[src/rtl/exec_stage.sv]
// Y86-64 execute stage: drives the shared ALU, owns the ZF/SF/OF register and
// evaluates jump/cmov conditions, returning one registered result per instruction.

module alu (
    input  logic [1:0]  select,
    input  logic [63:0] p,
    input  logic [63:0] q,
    output logic [63:0] r,
    output logic        ofw
);
    always_comb begin
        r   = '0;
        ofw = 1'b0;
        unique case (select)
            2'd0: begin
                r   = p + q;
                ofw = (p[63] == q[63]) && (r[63] != p[63]);
            end
            2'd1: begin
                r   = p - q;
                ofw = (p[63] != q[63]) && (r[63] != p[63]);
            end
            2'd2: r = p & q;
            2'd3: r = p ^ q;
            default: r = '0;
        endcase
    end
endmodule

module exec_stage (
    input  logic        clk,
    input  logic        rst,
    input  logic        in_valid,
    output logic        in_ready,
    input  logic [3:0]  icode,
    input  logic [3:0]  ifun,
    input  logic [63:0] valA,
    input  logic [63:0] valB,
    input  logic [63:0] valC,
    output logic        out_valid,
    input  logic        out_ready,
    output logic [63:0] valE,
    output logic        cnd,
    output logic [2:0]  cc,
    output logic        out_err
);
    typedef enum logic [3:0] {
        I_HALT = 4'h0, I_NOP  = 4'h1, I_RRMOV = 4'h2, I_IRMOV = 4'h3,
        I_RMMOV = 4'h4, I_MRMOV = 4'h5, I_OPQ = 4'h6, I_JXX = 4'h7,
        I_CALL = 4'h8, I_RET = 4'h9, I_PUSH = 4'hA, I_POP = 4'hB
    } icode_e;

    typedef enum logic [1:0] {ALU_ADD = 2'd0, ALU_SUB = 2'd1, ALU_AND = 2'd2, ALU_XOR = 2'd3} alu_sel_e;

    logic        out_valid_q;
    logic [63:0] valE_q, valE_d;
    logic        cnd_q, cnd_d;
    logic        err_q, err_d;
    logic [2:0]  cc_q, cc_d;

    alu_sel_e    alu_sel;
    logic [63:0] alu_p, alu_q, alu_r;
    logic        alu_of;
    logic        use_alu;
    logic        cond_met;
    logic        accept;

    alu u_alu (
        .select (alu_sel),
        .p      (alu_p),
        .q      (alu_q),
        .r      (alu_r),
        .ofw    (alu_of)
    );

    assign in_ready = !out_valid_q || out_ready;
    assign accept   = in_valid && in_ready;

    // Condition evaluated against the CC value held before this instruction.
    always_comb begin
        cond_met = 1'b0;
        unique case (ifun)
            4'd0:    cond_met = 1'b1;
            4'd1:    cond_met = (cc_q[1] ^ cc_q[0]) | cc_q[2];
            4'd2:    cond_met = cc_q[1] ^ cc_q[0];
            4'd3:    cond_met = cc_q[2];
            4'd4:    cond_met = !cc_q[2];
            4'd5:    cond_met = !(cc_q[1] ^ cc_q[0]);
            4'd6:    cond_met = !(cc_q[1] ^ cc_q[0]) && !cc_q[2];
            default: cond_met = 1'b0;
        endcase
    end

    always_comb begin
        alu_sel = ALU_ADD;
        alu_p   = '0;
        alu_q   = '0;
        use_alu = 1'b0;
        cnd_d   = 1'b0;
        err_d   = 1'b0;
        unique case (icode)
            I_HALT, I_NOP: ;
            I_RRMOV: begin
                alu_q   = valA;
                use_alu = 1'b1;
                err_d   = (ifun > 4'd6);
                cnd_d   = cond_met;
            end
            I_IRMOV: begin
                alu_q   = valC;
                use_alu = 1'b1;
            end
            I_RMMOV, I_MRMOV: begin
                alu_p   = valB;
                alu_q   = valC;
                use_alu = 1'b1;
            end
            I_OPQ: begin
                alu_sel = alu_sel_e'(ifun[1:0]);
                alu_p   = valB;
                alu_q   = valA;
                use_alu = 1'b1;
                err_d   = (ifun > 4'd3);
            end
            I_JXX: begin
                err_d = (ifun > 4'd6);
                cnd_d = cond_met;
            end
            I_CALL, I_PUSH: begin
                alu_sel = ALU_SUB;
                alu_p   = valB;
                alu_q   = 64'd8;
                use_alu = 1'b1;
            end
            I_RET, I_POP: begin
                alu_p   = valB;
                alu_q   = 64'd8;
                use_alu = 1'b1;
            end
            default: err_d = 1'b1;
        endcase

        valE_d = (use_alu && !err_d) ? alu_r : '0;
        if (err_d) cnd_d = 1'b0;
        cc_d = cc_q;
        if (icode == I_OPQ && !err_d) cc_d = {(alu_r == '0), alu_r[63], alu_of};
    end

    always_ff @(posedge clk or posedge rst) begin
        if (rst) begin
            out_valid_q <= 1'b0;
            valE_q      <= '0;
            cnd_q       <= 1'b0;
            err_q       <= 1'b0;
            cc_q        <= 3'b100;
        end else if (accept) begin
            out_valid_q <= 1'b1;
            valE_q      <= valE_d;
            cnd_q       <= cnd_d;
            err_q       <= err_d;
            cc_q        <= cc_d;
        end else if (out_ready) begin
            out_valid_q <= 1'b0;
        end
    end

    assign out_valid = out_valid_q;
    assign valE      = valE_q;
    assign cnd       = cnd_q;
    assign out_err   = err_q;
    assign cc        = cc_q;
endmodule

[config.mk]
export PLATFORM = sky130hd
export DESIGN_NAME = exec_stage
export DESIGN_NICKNAME = d
export VERILOG_FILES = /design/src/rtl/exec_stage.sv
export SDC_FILE = /design/constraint.sdc
export NUM_CORES = 1
export LEC_CHECK = 0
export ABC_AREA = 1
export BUFFER_PORTS_ARGS = -buffer_cell sky130_fd_sc_hd__clkbuf_2
export CAP_MARGIN = 20
export CORE_MARGIN = 2
export CORE_UTILIZATION = 35
export CTS_BUF_LIST = sky130_fd_sc_hd__clkbuf_16
export DETAILED_ROUTE_END_ITERATION = 8
export HOLD_SLACK_MARGIN = 0.05
export PLACE_DENSITY = 0.51
export SLEW_MARGIN = 20
export SYNTH_ARGS = -nofsm -noshare
export SYNTH_HDL_FRONTEND = slang
export SYNTH_HIERARCHICAL = 1
export SYNTH_SLANG_ARGS = --single-unit
[constraint.sdc]
create_clock -name clk -period 2.8 [get_ports clk]
set_input_delay 0.28 -clock clk [delete_from_list [all_inputs] [get_ports clk]]
set_output_delay 0.28 -clock clk [all_outputs]
set_load 0.02 [all_outputs]
# --- After elaboration in Yosys (flattened, before gate mapping) ---
# Index checks and enable logic that the tools add are counted.
op_classes:
  n_eq_ne: 24
  n_lt_le_gt_ge: 2
  n_addsub: 2
  n_mux: 13
  n_bitwise: 4
  reduce_logical: 25
op_table:
  columns: ["operator", "n"]
  rows:
  - ["64-bit case mux with 4 select lines", 1]
  - ["64-bit case mux with 3 select lines", 1]
  - ["64-bit 2-to-1 mux", 2]
  - ["64-bit adder", 1]
  - ["64-bit bitwise AND", 1]
  - ["64-bit zero test", 1]
  - ["64-bit subtractor", 1]
  - ["64-bit bitwise XOR", 1]
  - ["4-bit by 3-bit == test with 1-bit output (second input constant)", 7]
  - ["9-bit OR reduction", 2]
  - ["4-bit by 2-bit == test with 1-bit output (second input constant)", 4]
  - ["4-bit == test (second input constant)", 4]
  - ["4-bit by 1-bit == test with 1-bit output (second input constant)", 2]
  - ["4-bit zero test", 2]
  - ["1-bit case mux with 7 select lines", 1]
  - ["7-bit OR reduction", 1]
  - ["1-bit logical AND", 6]
  - ["2-bit OR reduction", 3]
  - ["1-bit 2-to-1 mux", 5]
  - ["2-bit == test (second input constant)", 2]
  - ["4-bit by 2-bit > comparator with 1-bit output (second input constant)", 1]
  - ["4-bit by 3-bit > comparator with 1-bit output (second input constant)", 1]
  - ["1-bit zero test", 4]
  - ["2-bit case mux with 2 select lines", 1]
  - ["other kinds (13)", 15]
word_totals:
  ff_bits: 70
  input_bits: 204
  out_inout_bits: 71

# --- Depth between registers and ports, before layout ---
logic_depth:
  word_depth: 7
  mapped_depth: 33

# --- Cells and area by module ---
# The synthesis kept the hierarchy.
by_module_without_submodules:
  columns: ["module", "area_each_um2", "instances", "cells_per_inst"]
  rows:
  - ["alu", 13897.1, 1, 2865]
  - ["exec_stage", 4578.1, 1, 651]

# --- Least setup slack after synthesis ---
# OpenSTA, ideal clock, no wires.
synth_timing:
  path_type: "input -> register"
  startpoint: "input port icode[3]"
  endpoint: "register cc_q[2], in the netlist cc[2]"
  stages: 28
  path_buffers: 2
  setup_slack_ns: -0.371
  arrival_ns: 3.111
  required_ns: 2.740
  cell_sequence: "inv_1 > buf_2 > buf_1 > a32o_1 > ha_1 > inv_1 > fa_1 > nand2_1 > inv_1 > nand2_1 > nand3_1 > nand2_1 > nand2_1 > nand2_1 > nand3_2 > nand3_2 > nand3_1 > nand3_1 > nand3_1 > inv_1 > nand2_1 > nor2_1 > nand2_1 > nor2_1 > nand2_1 > nor2_1 > nand2_1 > nand2_1"
synth_via:
  elab_chain_len: 6
  elab_cells_between_ends: 36
synth_rtl:
  columns: ["element", "line", "rtl"]
  rows:
  - ["start: declaration", "35", "input logic [3:0] icode,"]
  - ["4-bit == test (tied with other cells)", "101", "unique case (icode)"]
  - ["4-bit OR reduction (no line) (tied with other cells)", null, null]
  - ["64-bit case mux with 3 select lines *", "101", null]
  - ["named net alu_q[0]", "62", "logic [63:0] alu_p, alu_q, alu_r;"]
  - ["64-bit subtractor / 64-bit adder (equally long branches)", "20, 16", null]
  - ["64-bit case mux with 4 select lines *", "14", "unique case (select)"]
  - ["named net alu_r[56]", "62", null]
  - ["64-bit zero test *", "146", "if (icode == I_OPQ && !err_d) cc_d = {(alu_r == '0), alu_r[63], alu_of};"]
  - ["end signal: assignment", "155", "cc_q <= 3'b100;"]
  - ["end signal: assignment", "161", "cc_q <= cc_d;"]
  - ["end: declaration", "59", "logic [2:0] cc_q, cc_d;"]
# The timed path passes the listed nets; every way through them passes the cells marked *.
# A chain may end at the register's enable or synchronous reset.

# --- Worst setup path in the final report ---
layout_timing:
  startpoint: "input port icode[0]"
  endpoint: "register cc_q[2], in the netlist cc[2]"
# The elaborated chain is that of the path after synthesis.

==> impl_metrics.tcl <==
set metrics [dict create \
    grt.overflow.total 0 \
    cts_tree "built" \
    io_pins 275 \
    cpMaxStageDelayCell "ha_4" \
    drtPass1Iterations 8 \
    hold_class "input pin to flop" \
    initial_core_util 0.3530 \
    worst_setup_path_start_kind "input pin" \
    drtIter0Drc 2342 \
    insertion_delay_ns 0.34 \
    synth_largest_area_cell "nand2_1" \
    cts_sinks 70 \
    io_buffers 274 \
    synth.distinct_cells 46 \
    max_stage_delay_ns 0.33 \
    antenna_found_initial 0 \
    hpwl_um 82920 \
    netlist_instances 3516 \
    max-cap-violations 0 \
    dieArea_mm2 0.05464 \
    finalCritPeriodShare 1.285 \
    clock_path_buffers 2 \
    cts_buffers 9 \
    htree_levels 3 \
    outcome "finished with violations" \
    fin_nets 4779 \
    ant_nets 0 \
    cts_root_buf "clkbuf_16" \
    synth_seq_area_share 0.09488 \
    crit_type "input pin to flop" \
    vias 25621 \
    max_freq_mhz 278.0 \
    slew_headroom 0.5063 \
    finalInstanceArea_mm2 0.02863 \
    grt_max_degree 42 \
    period_needed_ns 3.598 \
    ir_drop_uv 350.3 \
    synth_fp_nets 3849 \
    place_area_mm2 0.02567 \
    netlist.area_leader.share 0.2462 \
    finalSetupViolations 60 \
    drc 0 \
    diodes 0 \
    powerDensity_mw_per_mm2 323.3 \
    synth_seq_cells 70 \
    critPathCaptureType "flop" \
    drive_above_1_share 0.3777 \
    final_max_slew_viol_count 0 \
    final_core_util 0.5470 \
    netlist_area_mm2 0.01848 \
    p_leak_nw 16.22 \
    synthTopCellsByArea "nand2_1, inv_1, dfrtp_1" \
    ys_warn_count 6 \
    worst_pin_slew_ns 0.7361 \
    grt_usage 0.3458 \
    grt_pass1_vias 23696 \
    worstPathRequired_ns 3.09 \
    area_growth_pct 54.97 \
    clk_pin_slew_worst_paths_ns 0.06 \
    hold_viol 0 \
    die_x_um 233.8 \
    vias_per_cell 4.986 \
    crit_arrival_ns 3.89 \
    violations "setup timing" \
    place_congestion 1.052 \
    rsz0062_at_grt "true" \
    avgSynthCellArea_um2 5.255 \
    fin_skew_ns 0.004316 \
    worstPathMaxFanout 8 \
    fin_ws_ns -0.7975 \
    grt_first_pass_wirelength_um 141400 \
    cpMostUsedCell "nand2_1" \
    wirelength_um 98060 \
    die_y_um 233.8 \
    fp-row-count 84 \
    routedWlPerCell_um 19.08 \
    coreArea_mm2 0.05234 \
]
==> area by class of cell <==
type                       count  area, um^2
clock buffer                   9       225.2
tap                          688       860.8
inverter                     772        2900
fill                        5660       23710
multi-input combinational   2544       15120
sequential                    70        1753
timing repair buffer        1049        7680
clock inverter                 7       90.09
==> routing by layer <==
metal / routed length, um / GRT usage / share of wire
met5: 0 / 0 / 0
met4: 3235 / 0.09949 / 0.033
met3: 9400 / 0.03940 / 0.096
met2: 40980 / 0.5318 / 0.42
met1: 44440 / 0.5041 / 0.45
==> power by group <==
part / internal (mW) / switching, mW
sequential: 1.12 / 0.0731
combinational: 2.84 / 4.02
clock: 0.774 / 0.435
total: 4.73 / 4.52
==> stage by stage <==
stage                     TNS (ns)  std cells  power (mW)  hold slack, ns  worst slack (ns)
after floorplan            -0.1380       3516       4.226          0.3910           -0.1380
after global placement      -52.10       5087       7.078          0.3959            -1.411
after detailed placement    -53.66       5087       7.086          0.3998            -1.412
after CTS                   -16.91       5123       8.837          0.1345           -0.7186
after global routing        -29.04       5139       9.817          0.1641            -1.041
final                       -19.92       5139       9.258          0.1435           -0.7975
==> cells by family after synthesis <==
group,Yosys count,synth area share
adders and majority gates,129,0.08818
AOI/OAI and AO/OA,464,0.1549
buffers and inverters,902,0.2065
xor gates and xnor gates,18,0.008534
and+or+nand+nor,1933,0.4470
DFF,70,0.09488
==> path summary, 6_finish.rpt <==
| path | slack, ns | to | start | cells after the start |
|---|---|---|---|---|
| setup / recovery | -0.80 | cc[2] | icode[0] | 28 |
| hold / removal | 0.14 | out_valid | in_valid | 3 |
| setup reg to reg | 1.12 | valE[60] | out_valid | 4 |
| hold reg to reg | 0.48 | valE[13] | valE[13] | 2 |
| max in group asynchronous | 1.46 | valE[1] | rst | 4 |
| min in group asynchronous | 0.57 | valE[55] | rst | 3 |
==> cells in the mapped netlist, drive strengths merged <==
cell type,count
a32o,63
a221oi,11
clkinv,2
a21oi,163
o2111ai,13
dfrtp,69
o21ai,163
or2,1
nand3b,21
a31oi,2
nand4,30
nor2,385
dfstp,1
nand2b,1
and2,7
buf,107
xnor2,3
inv,770
a211oi,1
xor2,15
nor4,4
ha,127
o21bai,17
and3,1
fa,2
clkbuf,23
nand3,216
nor3,22
o22ai,30
a211o,1
nand2,1245
==> flip-flops by register name, summed over array words and instances (netlist names) <==
register and count:
cc 3, cnd 1, out_err 1, out_valid 1, valE 64
==> cells in the final DEF, fill, tap and decap left out, drive strengths merged, types with 4 or more instances in the layout <==
| master | instances |
|---|---|
| a32o | 63 |
| o21bai | 17 |
| nand3b | 21 |
| a21oi | 163 |
| nand4 | 30 |
| o22ai | 30 |
| xor2 | 15 |
| nor4 | 4 |
| a221oi | 11 |
| inv | 771 |
| nor3 | 22 |
| nor2 | 385 |
| ha | 127 |
| dfrtp | 69 |
| clkbuf | 283 |
| buf | 773 |
| nand3 | 216 |
| clkinv | 6 |
| o21ai | 163 |
| o2111ai | 13 |
| and2 | 7 |
| nand2 | 1245 |
==> critical path, delay by kind of cell <==
family	cells	cell delay, ns
buffers and inverters	9	1.18
xor gates and xnor gates	1	0.13
and+or+nand+nor	15	1.59
adders and majority gates	1	0.33
AOI/OAI and AO/OA	2	0.35
==> what timing repair did <==
item,in CTS,in global routing
hold buffers,1,0
hold endpoints to repair,29,0
pin swaps,41,39
gates cloned,3,4
setup buffers,16,12
setup endpoints to repair,61,62
resized for setup,376,233
Power figures use the tool's default switching activity.
